$ cat src/rtl/multi_cycle_control_pkg.sv
// ============================================================================
// Module  : multi_cycle_control_pkg
// Purpose : Shared CPU definitions: FSM state encoding, opcode constants,
//           ALU_OP codes and the instruction class produced by opcode_decode.
// Revision: 1.0 - initial release
// ============================================================================
`default_nettype none

package multi_cycle_control_pkg;

    typedef enum logic [3:0] {
        S_FETCH     = 4'd0,
        S_DECODE    = 4'd1,
        S_EXEC_R    = 4'd2,
        S_EXEC_ADDR = 4'd3,
        S_MEM_RD    = 4'd4,
        S_MEM_WR    = 4'd5,
        S_WB_R      = 4'd6,
        S_WB_LD     = 4'd7,
        S_BR_CBZ    = 4'd8,
        S_BR_B      = 4'd9,
        S_HALT      = 4'd10
    } state_e;

    typedef enum logic [2:0] {
        CLS_R       = 3'd0,
        CLS_LD      = 3'd1,
        CLS_ST      = 3'd2,
        CLS_CBZ     = 3'd3,
        CLS_B       = 3'd4,
        CLS_ILLEGAL = 3'd5
    } op_class_e;

    localparam logic [1:0]  c_alu_add    = 2'b00;
    localparam logic [1:0]  c_alu_pass_b = 2'b01;
    localparam logic [1:0]  c_alu_funct  = 2'b10;

    localparam logic [10:0] c_op_add  = 11'b10001011000;
    localparam logic [10:0] c_op_sub  = 11'b11001011000;
    localparam logic [10:0] c_op_and  = 11'b10001010000;
    localparam logic [10:0] c_op_orr  = 11'b10101010000;
    localparam logic [10:0] c_op_ldur = 11'b11111000010;
    localparam logic [10:0] c_op_stur = 11'b11111000000;
    localparam logic [7:0]  c_op_cbz  = 8'b10110100;
    localparam logic [5:0]  c_op_b    = 6'b000101;

endpackage

`default_nettype wire

$ cat src/rtl/multi_cycle_control_opcode_decode.sv
// ============================================================================
// Module  : opcode_decode
// Purpose : Purely combinational classifier of a 32-bit instruction word.
// Revision: 1.0 - initial release
// ============================================================================
`default_nettype none

module opcode_decode
    import multi_cycle_control_pkg::*;
(
    input  logic [31:0] i_instruction,
    output op_class_e   o_class
);

    logic [10:0] w_op11;
    logic        w_unused;

    assign w_op11   = i_instruction[31:21];
    // Operand fields are irrelevant to classification.
    assign w_unused = ^i_instruction[20:0];

    always_comb begin
        o_class = CLS_ILLEGAL;
        if ((w_op11 == c_op_add) || (w_op11 == c_op_sub) ||
            (w_op11 == c_op_and) || (w_op11 == c_op_orr)) begin
            o_class = CLS_R;
        end else if (w_op11 == c_op_ldur) begin
            o_class = CLS_LD;
        end else if (w_op11 == c_op_stur) begin
            o_class = CLS_ST;
        end else if (i_instruction[31:24] == c_op_cbz) begin
            o_class = CLS_CBZ;
        end else if (i_instruction[31:26] == c_op_b) begin
            o_class = CLS_B;
        end
    end

endmodule

`default_nettype wire

$ cat src/rtl/multi_cycle_control.sv
// ============================================================================
// Module  : multi_cycle_control
// Purpose : Multi-cycle CPU control FSM generating datapath strobes per state.
// Revision: 1.0 - initial release
// ============================================================================
`default_nettype none

module multi_cycle_control
    import multi_cycle_control_pkg::*;
#(
    parameter bit HALT_ON_ILLEGAL = 1'b1
) (
    input  logic        clk,
    input  logic        rst,
    input  logic [31:0] instruction,
    input  logic        imem_ready,
    input  logic        mem_ready,
    input  logic        ZERO_FLAG,
    output logic        IR_WRITE,
    output logic        PC_WRITE,
    output logic        PC_SRC,
    output logic        REG2LOC,
    output logic        ALU_SRC,
    output logic        MEM2REG,
    output logic        REG_WRITE,
    output logic        MEM_READ,
    output logic        MEM_WRITE,
    output logic [1:0]  ALU_OP,
    output logic [3:0]  state,
    output logic        inst_done,
    output logic        halted
);

    state_e    r_state_q;
    state_e    w_state_d;
    op_class_e w_class;

    opcode_decode u_opcode_decode (
        .i_instruction (instruction),
        .o_class       (w_class)
    );

    always_ff @(posedge clk or posedge rst) begin
        if (rst) begin
            r_state_q <= S_FETCH;
        end else begin
            r_state_q <= w_state_d;
        end
    end

    assign state = r_state_q;

    // Outputs are gated by rst so that even FETCH's IR_WRITE drops while in reset.
    always_comb begin
        w_state_d = r_state_q;
        IR_WRITE  = 1'b0;
        PC_WRITE  = 1'b0;
        PC_SRC    = 1'b0;
        REG2LOC   = 1'b0;
        ALU_SRC   = 1'b0;
        MEM2REG   = 1'b0;
        REG_WRITE = 1'b0;
        MEM_READ  = 1'b0;
        MEM_WRITE = 1'b0;
        ALU_OP    = c_alu_add;
        inst_done = 1'b0;
        halted    = 1'b0;
        if (!rst) begin
            case (r_state_q)
                S_FETCH: begin
                    IR_WRITE = imem_ready;
                    if (imem_ready) w_state_d = S_DECODE;
                end
                S_DECODE: begin
                    case (w_class)
                        CLS_R:   w_state_d = S_EXEC_R;
                        CLS_LD,
                        CLS_ST:  w_state_d = S_EXEC_ADDR;
                        CLS_CBZ: w_state_d = S_BR_CBZ;
                        CLS_B:   w_state_d = S_BR_B;
                        default: begin
                            if (HALT_ON_ILLEGAL) begin
                                w_state_d = S_HALT;
                            end else begin
                                PC_WRITE  = 1'b1;
                                inst_done = 1'b1;
                                w_state_d = S_FETCH;
                            end
                        end
                    endcase
                end
                S_EXEC_R: begin
                    ALU_OP    = c_alu_funct;
                    w_state_d = S_WB_R;
                end
                S_WB_R: begin
                    ALU_OP    = c_alu_funct;
                    REG_WRITE = 1'b1;
                    PC_WRITE  = 1'b1;
                    inst_done = 1'b1;
                    w_state_d = S_FETCH;
                end
                S_EXEC_ADDR: begin
                    ALU_SRC   = 1'b1;
                    REG2LOC   = 1'b1;
                    w_state_d = (w_class == CLS_LD) ? S_MEM_RD : S_MEM_WR;
                end
                S_MEM_RD: begin
                    MEM_READ = 1'b1;
                    ALU_SRC  = 1'b1;
                    if (mem_ready) w_state_d = S_WB_LD;
                end
                S_WB_LD: begin
                    REG_WRITE = 1'b1;
                    MEM2REG   = 1'b1;
                    PC_WRITE  = 1'b1;
                    inst_done = 1'b1;
                    w_state_d = S_FETCH;
                end
                S_MEM_WR: begin
                    MEM_WRITE = 1'b1;
                    REG2LOC   = 1'b1;
                    ALU_SRC   = 1'b1;
                    if (mem_ready) begin
                        PC_WRITE  = 1'b1;
                        inst_done = 1'b1;
                        w_state_d = S_FETCH;
                    end
                end
                S_BR_CBZ: begin
                    REG2LOC   = 1'b1;
                    ALU_OP    = c_alu_pass_b;
                    PC_WRITE  = 1'b1;
                    PC_SRC    = ZERO_FLAG;
                    inst_done = 1'b1;
                    w_state_d = S_FETCH;
                end
                S_BR_B: begin
                    PC_WRITE  = 1'b1;
                    PC_SRC    = 1'b1;
                    inst_done = 1'b1;
                    w_state_d = S_FETCH;
                end
                S_HALT: begin
                    halted = 1'b1;
                end
                default: begin
                    w_state_d = S_FETCH;
                end
            endcase
        end
    end

endmodule

`default_nettype wire
$ cat config.mk
export PLATFORM = sky130hd
export DESIGN_NAME = multi_cycle_control
export DESIGN_NICKNAME = d
export VERILOG_FILES = /design/src/rtl/multi_cycle_control_pkg.sv /design/src/rtl/multi_cycle_control_opcode_decode.sv /design/src/rtl/multi_cycle_control.sv
export SDC_FILE = /design/constraint.sdc
export NUM_CORES = 1
export LEC_CHECK = 0
export ABC_CLOCK_PERIOD_IN_PS = 1600
export CELL_PAD_IN_SITES_DETAIL_PLACEMENT = 0
export CELL_PAD_IN_SITES_GLOBAL_PLACEMENT = 2
export CORE_MARGIN = 1.5
export CORE_UTILIZATION = 13
export DETAILED_ROUTE_END_ITERATION = 10
export PLACE_DENSITY = 0.81
export REMOVE_ABC_BUFFERS = 1
export SLEW_MARGIN = 10
export SYNTH_ARGS = -nofsm -noshare
export SYNTH_HDL_FRONTEND = slang
export SYNTH_SLANG_ARGS = --single-unit
$ cat constraint.sdc
create_clock -name clk -period 1.6 [get_ports clk]
set_input_delay 0.32 -clock clk [delete_from_list [all_inputs] [get_ports clk]]
set_output_delay 0.32 -clock clk [all_outputs]
set_load 0.05 [all_outputs]
# ---- Word level (Yosys, flattened, before mapping)
# Cells that the tools add are included.
dict set report totals {
  regBits 4
  inputBits 37
  out_inout_bits 17
  wordCells 74
}
dict set report classes {
  eq_ne 25
  mux 34
  bitwise_logic 2
  reduce_logical 12
}
# operator count
set op_table {}
lappend op_table {{11-bit equality test (second input constant)} 6}
lappend op_table {{4-bit one-hot mux with 7 select lines} 1}
lappend op_table {{1-bit 2-to-1 mux} 21}
lappend op_table {{4-bit by 3-bit equality test with 1-bit output (second input constant)} 4}
lappend op_table {{4-bit one-hot mux with 4 select lines} 1}
lappend op_table {{4-bit equality test (second input constant)} 3}
lappend op_table {{3-bit 2-to-1 mux} 4}
lappend op_table {{4-bit 2-to-1 mux} 3}
lappend op_table {{4-bit by 2-bit equality test with 1-bit output (second input constant)} 2}
lappend op_table {{8-bit equality test (second input constant)} 1}
lappend op_table {{3-bit by 2-bit equality test with 1-bit output (second input constant)} 2}
lappend op_table {{6-bit by 3-bit equality test with 1-bit output (second input constant)} 1}
lappend op_table {{2-bit inequality test (second input constant)} 3}
lappend op_table {{2-bit OR reduction} 3}
lappend op_table {{3-bit OR reduction} 2}
lappend op_table {{5-bit AND reduction} 1}
lappend op_table {{4-bit by 1-bit equality test with 1-bit output (second input constant)} 1}
lappend op_table {{4-bit logical NOT} 1}
lappend op_table {{1-bit one-hot mux with 2 select lines} 2}
lappend op_table {{2-bit one-hot mux with 2 select lines} 1}
lappend op_table {{4-bit OR reduction} 1}
lappend op_table {{3-bit by 1-bit equality test with 1-bit output (second input constant)} 1}
lappend op_table {{3-bit equality test (second input constant)} 1}
lappend op_table {{3-bit logical NOT} 1}
lappend op_table {{3 further kinds} 6}

# ---- Logic depth before layout (Yosys ltp)
dict set report depth {
  word_depth 10
  mapped_depth 6
  depth_no_buf 4
}

# ---- By module
# From an unflattened synthesis, not the netlist that was laid out.
dict set report unflattened {
  hier_cells 82
  hier_area_um2 613.1
}
# mod instances cells_per_inst area_each_um2 seq_area_each_um2
set modules_own_cells {}
lappend modules_own_cells {multi_cycle_control 1 67 489.2 100.1}
lappend modules_own_cells {opcode_decode 1 15 123.9 0.0}

# ---- Least setup slack after synthesis
# Ideal clock, no wire load.
dict set report synth_timing {
  path_type {flip-flop to output port}
  startpoint {register r_state_q[3], in the netlist state[3]}
  endpoint {output ALU_OP[0]}
  t_arrival_ns 2.518
  t_required_ns 1.280
  slack_ns -1.238
  path_stages_with_launch 4
  path_buffers 1
  cell_sequence {dfrtp_1 clkbuf_1 nand2_1 nor4_1}
}
dict set report synth_between {
  elab_chain_len 4
  word_cells_on_any_way 6
  classes_between {eq/ne (3); mux (2); reduce/logical (1)}
}
# item line_no
set synth_lines {}
lappend synth_lines {{start: declaration} multi_cycle_control.sv:34} ;# state_e r_state_q;
lappend synth_lines {{start signal: assignment} multi_cycle_control.sv:47} ;# r_state_q <= w_state_d;
lappend synth_lines {{4-bit by 2-bit equality test with 1-bit output or 4-bit by 3-bit equality test with 1-bit output (tied branches)} multi_cycle_control.sv:69} ;# case (r_state_q)
lappend synth_lines {{2-bit OR reduction (no source line)} --}
lappend synth_lines {{2-bit one-hot mux with 2 select lines *} multi_cycle_control.sv:69}
lappend synth_lines {{2-bit 2-to-1 mux *} multi_cycle_control.sv:68} ;# if (!rst) begin
lappend synth_lines {{end: declaration} multi_cycle_control.sv:28} ;# output logic [1:0] ALU_OP,
# Mark *: on every way between the ends. The rest lies on a longest branch, timed or not.

# ---- Final worst setup path
dict set report layout_timing {
  startpoint {register r_state_q[0], in the netlist state[0]}
  endpoint {output ALU_OP[0]}
}
# Same word-level chain as after synthesis.

==> results.yml <==
clocking:
  cts_sinks: 4
  clk_pin_slew_worst_paths_ns: 0.03
  insertion_delay_ns: 0.22
  hold_buffers: 0
  cts_buffers: 3
  cts_tree: "yes"
  cts-htree-levels: 1
  clockBufferDepth: 2
  root_buffer: "clkbuf_8"
yosys:
  avgSynthCellArea_um2: 6.94
  synth.most_common_cell: "nor2_1"
  synth_top_family_by_area: "simple AND/OR/NAND/NOR gates"
  synth_edf_count: 0
  synthMuxAreaShare_pct: 4.29
  netlist.area_leader.share_pct: 17.2
  synthSimpleGateAreaFrac_pct: 46.8
  yosysUniqueCellTypes: 36
  synth_seq_cells: 4
  synthCells: 84
  synthAdderAreaFrac_pct: 0
  synth_top_cell_by_area: "dfrtp_1"
  synth_compound_area_share_pct: 24.9
  yosys_warnings: 0
  synthXorXnorAreaFrac_pct: 0
  async_flop_share_pct: 100
  synth_area_um2: 583
  ys.flop_type: "dfrtp_1"
  ys_seq_area_share_pct: 17.2
  ys_top_cells_by_count: "10 x nor2_1, 8 x nand2_1, 8 x o21ai_0"
  ys_top_cells_by_area: "dfrtp_1 17%, o21ai_0 6.9%, nor2_1 6.4%"
place:
  gp_congestion: 0.856
  place_inst: 192
  post-dp-hpwl_um: 1870
  port_buffers: 32
critical_path:
  cp-end-kind: "output port"
  arrival_ns: 1.44
  worstPathMaxFanout: 8
  crit_buf_inv: 3
  worst_path_largest_cell_delay_ns: 0.47
  path_cells: "buf_4 > nor4_4 > buf_4 > buf_12"
  criticalPathCategory: "reg -> out"
  path_delay_family: "buffers and inverters"
  cp_slowest_cell: "dfrtp_2"
  cp-start-kind: "flip-flop"
  crit_path_frequent_cell: "buf_4"
  required_ns: 1.28
timing:
  fin_crit_sh_pct: 110
  setup_viol: 15
  setup_slack_ns: -0.159
  relSlewSlack_pct: 80.9
  fmax_mhz: 569
  rsz0062_at_grt: "true"
  slew_violations: 0
  fin_crit_ns: 1.76
  worst_pin_slew_ns: 0.283
  finClkSkew_ns: 0.00380
  hold_viol: 0
finish:
  diodes: 0
  nets: 198
  multi_input_area_um2: 629
  drive_gt1_share_pct: 64.8
  seqCellArea_um2: 105
  stdcell_count: 211
  utilization_pct: 39.7
  largest_reg_flops: 4
  nFillCells: 429
  syn2layout_area_growth_pct: 194
route:
  first_pass_iters: 4
  vias: 950
  via_per_inst: 4.50
  avgRoutedWirePerCell_um: 13.5
  drc_errors: 0
  routed_wl_um: 2860
  ant_nets: 0
  drtIter0Drc: 23
pwr:
  cellLeakagePower_nw: 0.693
  power_density_mw_per_mm2: 1700
  ir_drop_v: 0.000969
hold_path:
  hold_class: "in -> async"
floorplan:
  chipWidth_um: 70.0
  die_y_um: 70.0
  io_pins: 54
  placementRows: 24
  fp.coreArea_mm2: 0.00432
  die-area_mm2: 0.00490
  start_util_pct: 13.5
global_routing:
  grt.total_usage_pct: 12.2
  grt_overflow: 0
  grt_pass1_vias: 1028
  grt_pass1_wl_um: 4780
  antenna_found_initial: 0
  grt_max_degree: 9
run_status:
  status: "finished with violations"
  violations: "setup timing"
run:
  maxCapViolCount: 0
-- worst register-to-register path, cell delays in order, from the launching register on --
cell and delay, ns:
dfrtp_2 0.47, buf_6 0.16, buf_4 0.13, buf_4 0.12, or3_1 0.35, o21ai_0 0.22
o32ai_2 0.11
-- where the power goes --
part | internal, W | switching (W)
clock network | 0.000161 | 0.0000592
logic | 0.00126 | 0.00115
registers | 0.000153 | 0.000124
total | 0.00158 | 0.00133
-- layout make-up --
class | instances | share of cell area, %
repair buffers | 78 | 50.3
multi-input cells | 71 | 36.7
flip-flops and latches | 4 | 6.13
well taps | 52 | 3.79
clock buffers | 3 | 2.41
inverters | 3 | 0.656
-- worst paths after layout --
path	from	endpoint	slack, ns	depth (start not counted)
worst max-delay path	state[0]	ALU_OP[0]	-0.16	4
worst min-delay path	rst	state[1]	0.45	4
worst max register to register	state[2]	state[3]	-0.08	6
worst min register to register	state[3]	state[3]	0.64	2
max in group asynchronous	rst	state[0]	1.04	4
min in group clk	state[3]	state[3]	0.64	2
-- timing repair --
action | 4_1_cts | 5_1_grt
resized for setup | 46 | 11
setup buffers | 15 | 3
pin swaps | 10 | 5
setup endpoints to repair | 15 | 16
-- layout by cell type, fill, tap and decap left out, types with 2 or more instances in the layout --
| cell type | n |
|---|---|
| a21oi_1 | 3 |
| a21oi_2 | 4 |
| and2_1 | 2 |
| buf_12 | 17 |
| buf_4 | 38 |
| buf_6 | 8 |
| clkbuf_8 | 3 |
| clkdlybuf4s50_1 | 13 |
| dfrtp_2 | 4 |
| dlygate4sd2_1 | 2 |
| inv_1 | 3 |
| nand2_1 | 6 |
| nand4_1 | 2 |
| nor2_1 | 2 |
| nor2_2 | 3 |
| nor2_4 | 6 |
| nor3_2 | 3 |
| nor3b_1 | 2 |
| o21ai_0 | 7 |
-- cell families (layout without fill, tap and decap cells) --
| group | count (synthesis) | after routing |
|---|---|---|
| AO/OA/AOI/OAI | 22 | 22 |
| buffers and inverters | 9 | 84 |
| flip-flops | 4 | 4 |
| multiplexers | 2 | 2 |
| AND/OR/NAND/NOR | 47 | 47 |
-- layer usage --
layer	track usage (%)	vias up	part of all wire (%)	wire length, um
li1	-	461	-	-
met1	13.4	457	38	1080
met2	22.1	29	55	1570
met3	2.74	3	6.0	172
met4	5.34	0	1.0	29
met5	0	-	0	0
-- through the flow --
| step | hold WS, ns | setup WS [ns] | total power (W) | area, um2 | setup TNS (ns) |
|---|---|---|---|---|---|
| floorplan | 0.105 | -1.20 | 0.00106 | 554 | -9.05 |
| global placement | 0.635 | -0.265 | 0.00202 | 1340 | -3.05 |
| detailed placement | 0.623 | -0.295 | 0.00203 | 1340 | -3.25 |
| CTS | 0.438 | -0.144 | 0.00279 | 1650 | -1.68 |
| global route | 0.489 | -0.208 | 0.00306 | 1720 | -2.42 |
| finish | 0.446 | -0.159 | 0.00291 | 1720 | -1.53 |
(Power assumes the default switching activity.)
